**config.mk**
```make
export PLATFORM = sky130hd
export DESIGN_NAME = fetch_pipe_flat
export DESIGN_NICKNAME = d
export VERILOG_FILES = /design/src/rtl/fetch_pkg.sv /design/src/rtl/fetch_pipe_if.sv /design/src/rtl/fetch_stage.sv /design/src/rtl/fetch_pipe.sv /design/src/flat_wrapper.sv
export SDC_FILE = /design/constraint.sdc
export NUM_CORES = 1
export LEC_CHECK = 0
export ABC_AREA = 1
export CAP_MARGIN = 20
export CORE_MARGIN = 2
export CORE_UTILIZATION = 51
export CTS_BUF_LIST = sky130_fd_sc_hd__clkbuf_4 sky130_fd_sc_hd__clkbuf_8
export DETAILED_ROUTE_END_ITERATION = 12
export GPL_TIMING_DRIVEN = 0
export PLACE_DENSITY = 0.86
export SLEW_MARGIN = 20
export SYNTH_ARGS = -nofsm -noshare
export SYNTH_HDL_FRONTEND = slang
export SYNTH_SLANG_ARGS = --single-unit
```
**constraint.sdc**
```tcl
create_clock -name clk -period 1.9 [get_ports clk]
set_input_delay 0.57 -clock clk [delete_from_list [all_inputs] [get_ports clk]]
set_output_delay 0.57 -clock clk [all_outputs]
set_load 0.05 [all_outputs]
```
**src/rtl/fetch_pkg.sv**
```systemverilog
// Shared constants and types for the instruction fetch pipeline.
package fetch_pkg;

  localparam int unsigned STAGES_MAX = 8;

  // Decoder NOP encodings; C8 is the default bubble word.
  localparam int unsigned NOP_C8 = 32'hC8;
  localparam int unsigned NOP_CF = 32'hCF;
  localparam int unsigned NOP_D8 = 32'hD8;
  localparam int unsigned NOP_DF = 32'hDF;

  typedef struct packed {
    logic [7:0] data;
    logic [7:0] addr;
    logic       valid;
  } stage_t;

  function automatic logic [3:0] popcount(input logic [STAGES_MAX-1:0] v);
    logic [3:0] c;
    c = '0;
    for (int unsigned i = 0; i < STAGES_MAX; i++) begin
      c = c + {3'b000, v[i]};
    end
    return c;
  endfunction

endpackage

```
**src/rtl/fetch_pipe_if.sv**
```systemverilog
// Fetch-side and decoder-side signals of the fetch pipeline.
interface fetch_pipe_if #(
  parameter int unsigned DATA_W = 8,
  parameter int unsigned ADDR_W = 8
);
  logic [DATA_W-1:0] pm_data;
  logic [ADDR_W-1:0] pm_addr;
  logic              fetch_valid;
  logic              stall;
  logic              flush;
  logic [DATA_W-1:0] instr_out;
  logic [ADDR_W-1:0] instr_addr;
  logic              instr_valid;

  modport slave (
    input  pm_data, pm_addr, fetch_valid, stall, flush,
    output instr_out, instr_addr, instr_valid
  );

  modport master (
    output pm_data, pm_addr, fetch_valid, stall, flush,
    input  instr_out, instr_addr, instr_valid
  );
endinterface

```
**src/rtl/fetch_stage.sv**
```systemverilog
// One pipeline stage register: kill empties it, hold freezes it.
module fetch_stage #(
  parameter int unsigned       DATA_W = 8,
  parameter int unsigned       ADDR_W = 8,
  parameter logic [DATA_W-1:0] NOP_D  = '0
) (
  input  logic              clk,
  input  logic              sync_reset_n,
  input  logic              i_hold,
  input  logic              i_kill,
  input  logic [DATA_W-1:0] i_data,
  input  logic [ADDR_W-1:0] i_addr,
  input  logic              i_valid,
  output logic [DATA_W-1:0] o_data,
  output logic [ADDR_W-1:0] o_addr,
  output logic              o_valid
);

  logic [DATA_W-1:0] r_data;
  logic [ADDR_W-1:0] r_addr;
  logic              r_valid;

  // Kill outranks hold, so a flush during a stall still empties the stage.
  always_ff @(posedge clk) begin
    if (!sync_reset_n || i_kill) begin
      r_data  <= NOP_D;
      r_addr  <= '0;
      r_valid <= 1'b0;
    end else if (!i_hold) begin
      r_data  <= i_data;
      r_addr  <= i_addr;
      r_valid <= i_valid;
    end
  end

  assign o_data  = r_data;
  assign o_addr  = r_addr;
  assign o_valid = r_valid;

endmodule

```
**src/rtl/fetch_pipe.sv**
```systemverilog
// Configurable-depth fetch pipeline with stall, flush and saturating flush/squash counters.
module fetch_pipe
  import fetch_pkg::*;
#(
  parameter int unsigned DATA_W   = 8,
  parameter int unsigned ADDR_W   = 8,
  parameter int unsigned STAGES   = 2,
  parameter int unsigned NOP_WORD = NOP_C8,
  parameter int unsigned CNT_W    = 8
) (
  input  logic              clk,
  input  logic              sync_reset_n,
  fetch_pipe_if.slave       bus,
  output logic [CNT_W-1:0]  flush_count,
  output logic [CNT_W-1:0]  squash_count
);

  localparam logic [DATA_W-1:0] NOP_D = DATA_W'(NOP_WORD);
  localparam logic [CNT_W+3:0]  SAT   = {4'b0000, {CNT_W{1'b1}}};

  logic [DATA_W-1:0] w_q_data [STAGES];
  logic [ADDR_W-1:0] w_q_addr [STAGES];
  logic [STAGES-1:0] w_q_v;

  for (genvar k = 0; k < STAGES; k++) begin : g_stage
    logic [DATA_W-1:0] w_d;
    logic [ADDR_W-1:0] w_a;
    logic              w_v;

    if (k == 0) begin : g_head
      assign w_d = bus.pm_data;
      assign w_a = bus.pm_addr;
      assign w_v = bus.fetch_valid;
    end else begin : g_link
      assign w_d = w_q_data[k-1];
      assign w_a = w_q_addr[k-1];
      assign w_v = w_q_v[k-1];
    end

    fetch_stage #(
      .DATA_W (DATA_W),
      .ADDR_W (ADDR_W),
      .NOP_D  (NOP_D)
    ) u_stage (
      .clk          (clk),
      .sync_reset_n (sync_reset_n),
      .i_hold       (bus.stall),
      .i_kill       (bus.flush),
      .i_data       (w_d),
      .i_addr       (w_a),
      .i_valid      (w_v),
      .o_data       (w_q_data[k]),
      .o_addr       (w_q_addr[k]),
      .o_valid      (w_q_v[k])
    );
  end

  assign bus.instr_valid = w_q_v[STAGES-1];
  assign bus.instr_out   = w_q_v[STAGES-1] ? w_q_data[STAGES-1] : NOP_D;
  assign bus.instr_addr  = w_q_v[STAGES-1] ? w_q_addr[STAGES-1] : '0;

  logic [STAGES_MAX-1:0] w_v_pad;
  logic [3:0]            w_pop;
  logic [CNT_W+3:0]      w_fc_sum;
  logic [CNT_W+3:0]      w_sc_sum;
  logic [CNT_W-1:0]      r_flush_cnt;
  logic [CNT_W-1:0]      r_squash_cnt;

  always_comb begin
    w_v_pad             = '0;
    w_v_pad[STAGES-1:0] = w_q_v;
  end

  assign w_pop    = popcount(w_v_pad);
  assign w_fc_sum = {4'b0000, r_flush_cnt} + (CNT_W+4)'(1);
  assign w_sc_sum = {4'b0000, r_squash_cnt} + {CNT_W'(0), w_pop};

  always_ff @(posedge clk) begin
    if (!sync_reset_n) begin
      r_flush_cnt  <= '0;
      r_squash_cnt <= '0;
    end else if (bus.flush) begin
      r_flush_cnt  <= (w_fc_sum > SAT) ? SAT[CNT_W-1:0] : w_fc_sum[CNT_W-1:0];
      r_squash_cnt <= (w_sc_sum > SAT) ? SAT[CNT_W-1:0] : w_sc_sum[CNT_W-1:0];
    end
  end

  assign flush_count  = r_flush_cnt;
  assign squash_count = r_squash_cnt;

endmodule
```
**src/flat_wrapper.sv**
```systemverilog
// flat-port wrapper written by rule: the top's interface ports become plain ports
module fetch_pipe_flat import fetch_pkg::*;
#(
  parameter int unsigned DATA_W   = 8,
  parameter int unsigned ADDR_W   = 8,
  parameter int unsigned STAGES   = 2,
  parameter int unsigned NOP_WORD = NOP_C8,
  parameter int unsigned CNT_W    = 8
)
  (clk, sync_reset_n, flush_count, squash_count, bus_pm_data, bus_pm_addr, bus_fetch_valid, bus_stall, bus_flush, bus_instr_out, bus_instr_addr, bus_instr_valid);
  fetch_pipe_if #(.DATA_W(DATA_W), .ADDR_W(ADDR_W)) bus_i ();
  input  logic clk;
  input  logic sync_reset_n;
  output logic [CNT_W-1:0] flush_count;
  output logic [CNT_W-1:0] squash_count;
  input wire logic [$bits(bus_i.pm_data)-1:0] bus_pm_data;
  input wire logic [$bits(bus_i.pm_addr)-1:0] bus_pm_addr;
  input wire logic [$bits(bus_i.fetch_valid)-1:0] bus_fetch_valid;
  input wire logic [$bits(bus_i.stall)-1:0] bus_stall;
  input wire logic [$bits(bus_i.flush)-1:0] bus_flush;
  output wire logic [$bits(bus_i.instr_out)-1:0] bus_instr_out;
  output wire logic [$bits(bus_i.instr_addr)-1:0] bus_instr_addr;
  output wire logic [$bits(bus_i.instr_valid)-1:0] bus_instr_valid;
  assign bus_i.pm_data = bus_pm_data;
  assign bus_i.pm_addr = bus_pm_addr;
  assign bus_i.fetch_valid = bus_fetch_valid;
  assign bus_i.stall = bus_stall;
  assign bus_i.flush = bus_flush;
  assign bus_instr_out = bus_i.instr_out;
  assign bus_instr_addr = bus_i.instr_addr;
  assign bus_instr_valid = bus_i.instr_valid;
  fetch_pipe #(.DATA_W(DATA_W), .ADDR_W(ADDR_W), .STAGES(STAGES), .NOP_WORD(NOP_WORD), .CNT_W(CNT_W)) u_core (.clk(clk), .sync_reset_n(sync_reset_n), .bus(bus_i), .flush_count(flush_count), .squash_count(squash_count));
endmodule
```
==> flow_summary.toml <==
[sta]
tightest_slew_ns = 0.494
rsz0062_at_grt = "true"
setup_slack_ns = 0.0270
slew_violations = 0
skew_ns = 0.00708
relSlewSlack_pct = 67.2
finalSetupViolCount = 0
hold_violations = 0
fin_crit_ns = 1.87
timing.fmax_mhz = 534
post-route-period-util_pct = 98.6

[floorplanning]
die_h_um = 69.5
ioPinCount = 54
num_rows = 23
dieArea_um2 = 4820
initial_core_util_pct = 53.8
die_x_um = 69.5
core_area_um2 = 4060

[setup_path]
r2r_cells = 9
critPathMaxFanout = 3
reg2reg_from = "u_core.g_stage[1].u_stage.o_valid"
start_kind = "flop"
setup.worst_path.class = "flop to output pin"
cp.arrival_ns = 1.30
crit_start = "u_core.g_stage[1].u_stage.o_valid"
cp_top_family = "buffers and inverters"
endpoint = "bus_instr_valid"
end_kind = "output pin"
crit_buf_inv = 2
reg2reg_to = "u_core.squash_count[6]"
max_stage_delay_ns = 0.51
crit_path_cell_trace = "buf_4, dlygate4sd2_1"
cp_num_cells = 2
cpMaxStageDelayCell = "dlygate4sd2_1"
rrSetupSlack_ns = 0.06
worstPathRequired_ns = 1.33

[cells_and_area]
area_growth_pct = 38.5
diodes = 0
final_core_util_pct = 74.6
drive_gt1_share_pct = 19.4
finalNetCount = 392

[global_route]
grtUsageMet2_pct = 38.5
grt-busiest-layer = "met2"
grt_overflow = 0
gr-usage-met3_pct = 4.65
grt_max_degree = 16
grt_pass1_wl_um = 8730
antenna_found_initial = 0
grt_pass1_vias = 1986
met1_usage_pct = 27.3
grt_usage_pct = 22.2

[logic_synthesis]
synth.cell_area_um2 = 2180
synth.avg_cell_area_um2 = 7.26
syn_nets = 327
ys_types = 29
synth_most_common_cell = "nor2_1"
yosysTopAreaCell = "dfxtp_1"
yosysWarnings = 0
synth_area_leaders = "dfxtp_1 (46%), nor2_1 (11%), nand2_1 (10%)"
synth_seq_area_share_pct = 45.8
synth-edff-count = 0
synth_top_cells_by_count = "nor2_1 (64), nand2_1 (58), dfxtp_1 (50), inv_1 (35), o21ai_0 (26)"
synth_top_area_share_pct = 45.8
synth_ff_type = "dfxtp_1"
ys_ff_latch = 50
ys_async_sr_fraction_pct = 0
syn-instance-count = 301

[routing]
drc = 0
dr.pass1.iters = 4
wire_per_inst_um = 12.7
vias = 2100
ant_nets = 0
wirelength_um = 5270
avgViaCountPerCell = 5.05
drt_iter0_drc = 167

[status]
status = "complete, no violations"

[placed_design]
gp_congestion = 0.799
port_buffers = 53
dp_hpwl_um = 3620
pre_cts_ws_ns = -0.601

[clock_tree]
cts_tree = "done"
cts_buffers = 5
cts.path.max_buffers = 2
cts.clk_slew.worst_paths_ns = 0.09
cts.sinks = 50
clock_latency_ns = 0.31
cts_max_level = 2
clock-root-buffer = "clkbuf_8"

[power_and_ir_drop]
ir_drop_mv = 0.443
cellLeakagePower_nw = 1.37
power_density_nw_per_um2 = 649
total_power_mw = 1.96

[run]
maxCapViolCount = 0

[min_path]
worstHoldPathType = "flop to flop"
-- layer usage --
metal / part of all wire (%) / up-vias
met5: 0 / -
met4: 2.3 / 0
met3: 4.4 / 11
met2: 50 / 49
met1: 43 / 972
li1: - / 1068
-- final cells by class --
| cell class | instances | area (µm²) |
|---|---|---|
| Multi-Input combinational cell | 202 | 1030 |
| Fill cell | 318 | 1030 |
| Sequential cell | 50 | 1000 |
| Timing Repair Buffer | 58 | 549 |
| Inverter | 37 | 175 |
| Buffer | 12 | 121 |
| Clock buffer | 5 | 68.8 |
| Tap cell | 50 | 62.6 |
| Clock inverter | 2 | 13.8 |
-- how the worst min path moves through the flow --
stage | start | endpoint | cells after the start
after floorplan | u_core.g_stage[1].u_stage.o_data[7] | u_core.g_stage[1].u_stage.o_data[7] | 2
after global placement | u_core.flush_count[6] | u_core.flush_count[6] | 2
after detailed placement | u_core.flush_count[6] | u_core.flush_count[6] | 2
after CTS | u_core.flush_count[6] | u_core.flush_count[6] | 2
after global routing | u_core.flush_count[6] | u_core.flush_count[6] | 2
final | u_core.flush_count[6] | u_core.flush_count[6] | 2
-- state kept, by name, indices dropped and copies added (netlist names) --
name                            cells
u_core.squash_count                 8
u_core.g_stage.u_stage.o_valid      2
u_core.g_stage.u_stage.o_data      16
u_core.flush_count                  8
u_core.g_stage.u_stage.o_addr      16
-- cell families (layout without fill, tap and decap cells) --
family | after synthesis | after routing | synth area share, %
simple gates | 144 | 144 | 27.0
flops | 50 | 50 | 45.8
buf+inv | 49 | 114 | 10.5
compound gates | 48 | 48 | 11.3
fa+ha+maj | 5 | 5 | 3.21
xor+xnor | 3 | 3 | 1.20
mux | 2 | 2 | 0.916
-- through the flow --
stage          hold slack [ns]  setup TNS [ns]  cells  area, µm²
6_report                 0.466               0    416       3030
5_1_grt                  0.496         -0.0219    416       3030
4_1_cts                  0.472         -0.0410    412       2930
3_5_place_dp             0.457          -12.22    404       2810
3_3_place_gp             0.447          -10.27    404       2810
2_1_floorplan            0.434               0    301       2220
-- layout by cell type, fill, tap and decap left out, drive strengths merged --
| cell type | instances |
|---|---|
| nand3b | 1 |
| clkbuf | 12 |
| ha | 4 |
| nand3 | 12 |
| a21oi | 13 |
| inv | 29 |
| mux2i | 2 |
| clkdlybuf4s50 | 20 |
| dlygate4sd2 | 16 |
| clkdlybuf4s15 | 5 |
| or2 | 1 |
| buf | 22 |
| o211ai | 2 |
| o21bai | 1 |
| nor2 | 66 |
| dfxtp | 50 |
| nand4 | 4 |
| o21ai | 32 |
| clkinvlp | 9 |
| xor2 | 3 |
| fa | 1 |
| clkinv | 1 |
| nor3 | 2 |
| nand2 | 58 |
-- worst reg2reg max path, stage by stage, from the launching register on --
cell and delay, ns:
dfxtp_2 0.35, buf_6 0.12, ha_4 0.26, ha_4 0.12
inv_2 0.04, fa_2 0.39, nor2_4 0.14, nand3_2 0.11
nor3_1 0.15, nor2_1 0.05
-- where the power goes --
part,switching [mW],total (mW),internal [mW]
logic,0.138,0.246,0.108
registers,0.0236,1.11,1.08
clock network,0.357,0.612,0.255
total,0.519,1.96,1.44
-- what timing repair did --
action / CTS / global route
setup endpoints to repair: 33 / 28
pin swaps: 1 / 5
gates resized for setup: 117 / 22
setup buffers: 1 / 4
hold buffers: 0 / 0
(Power assumes the default switching activity.)
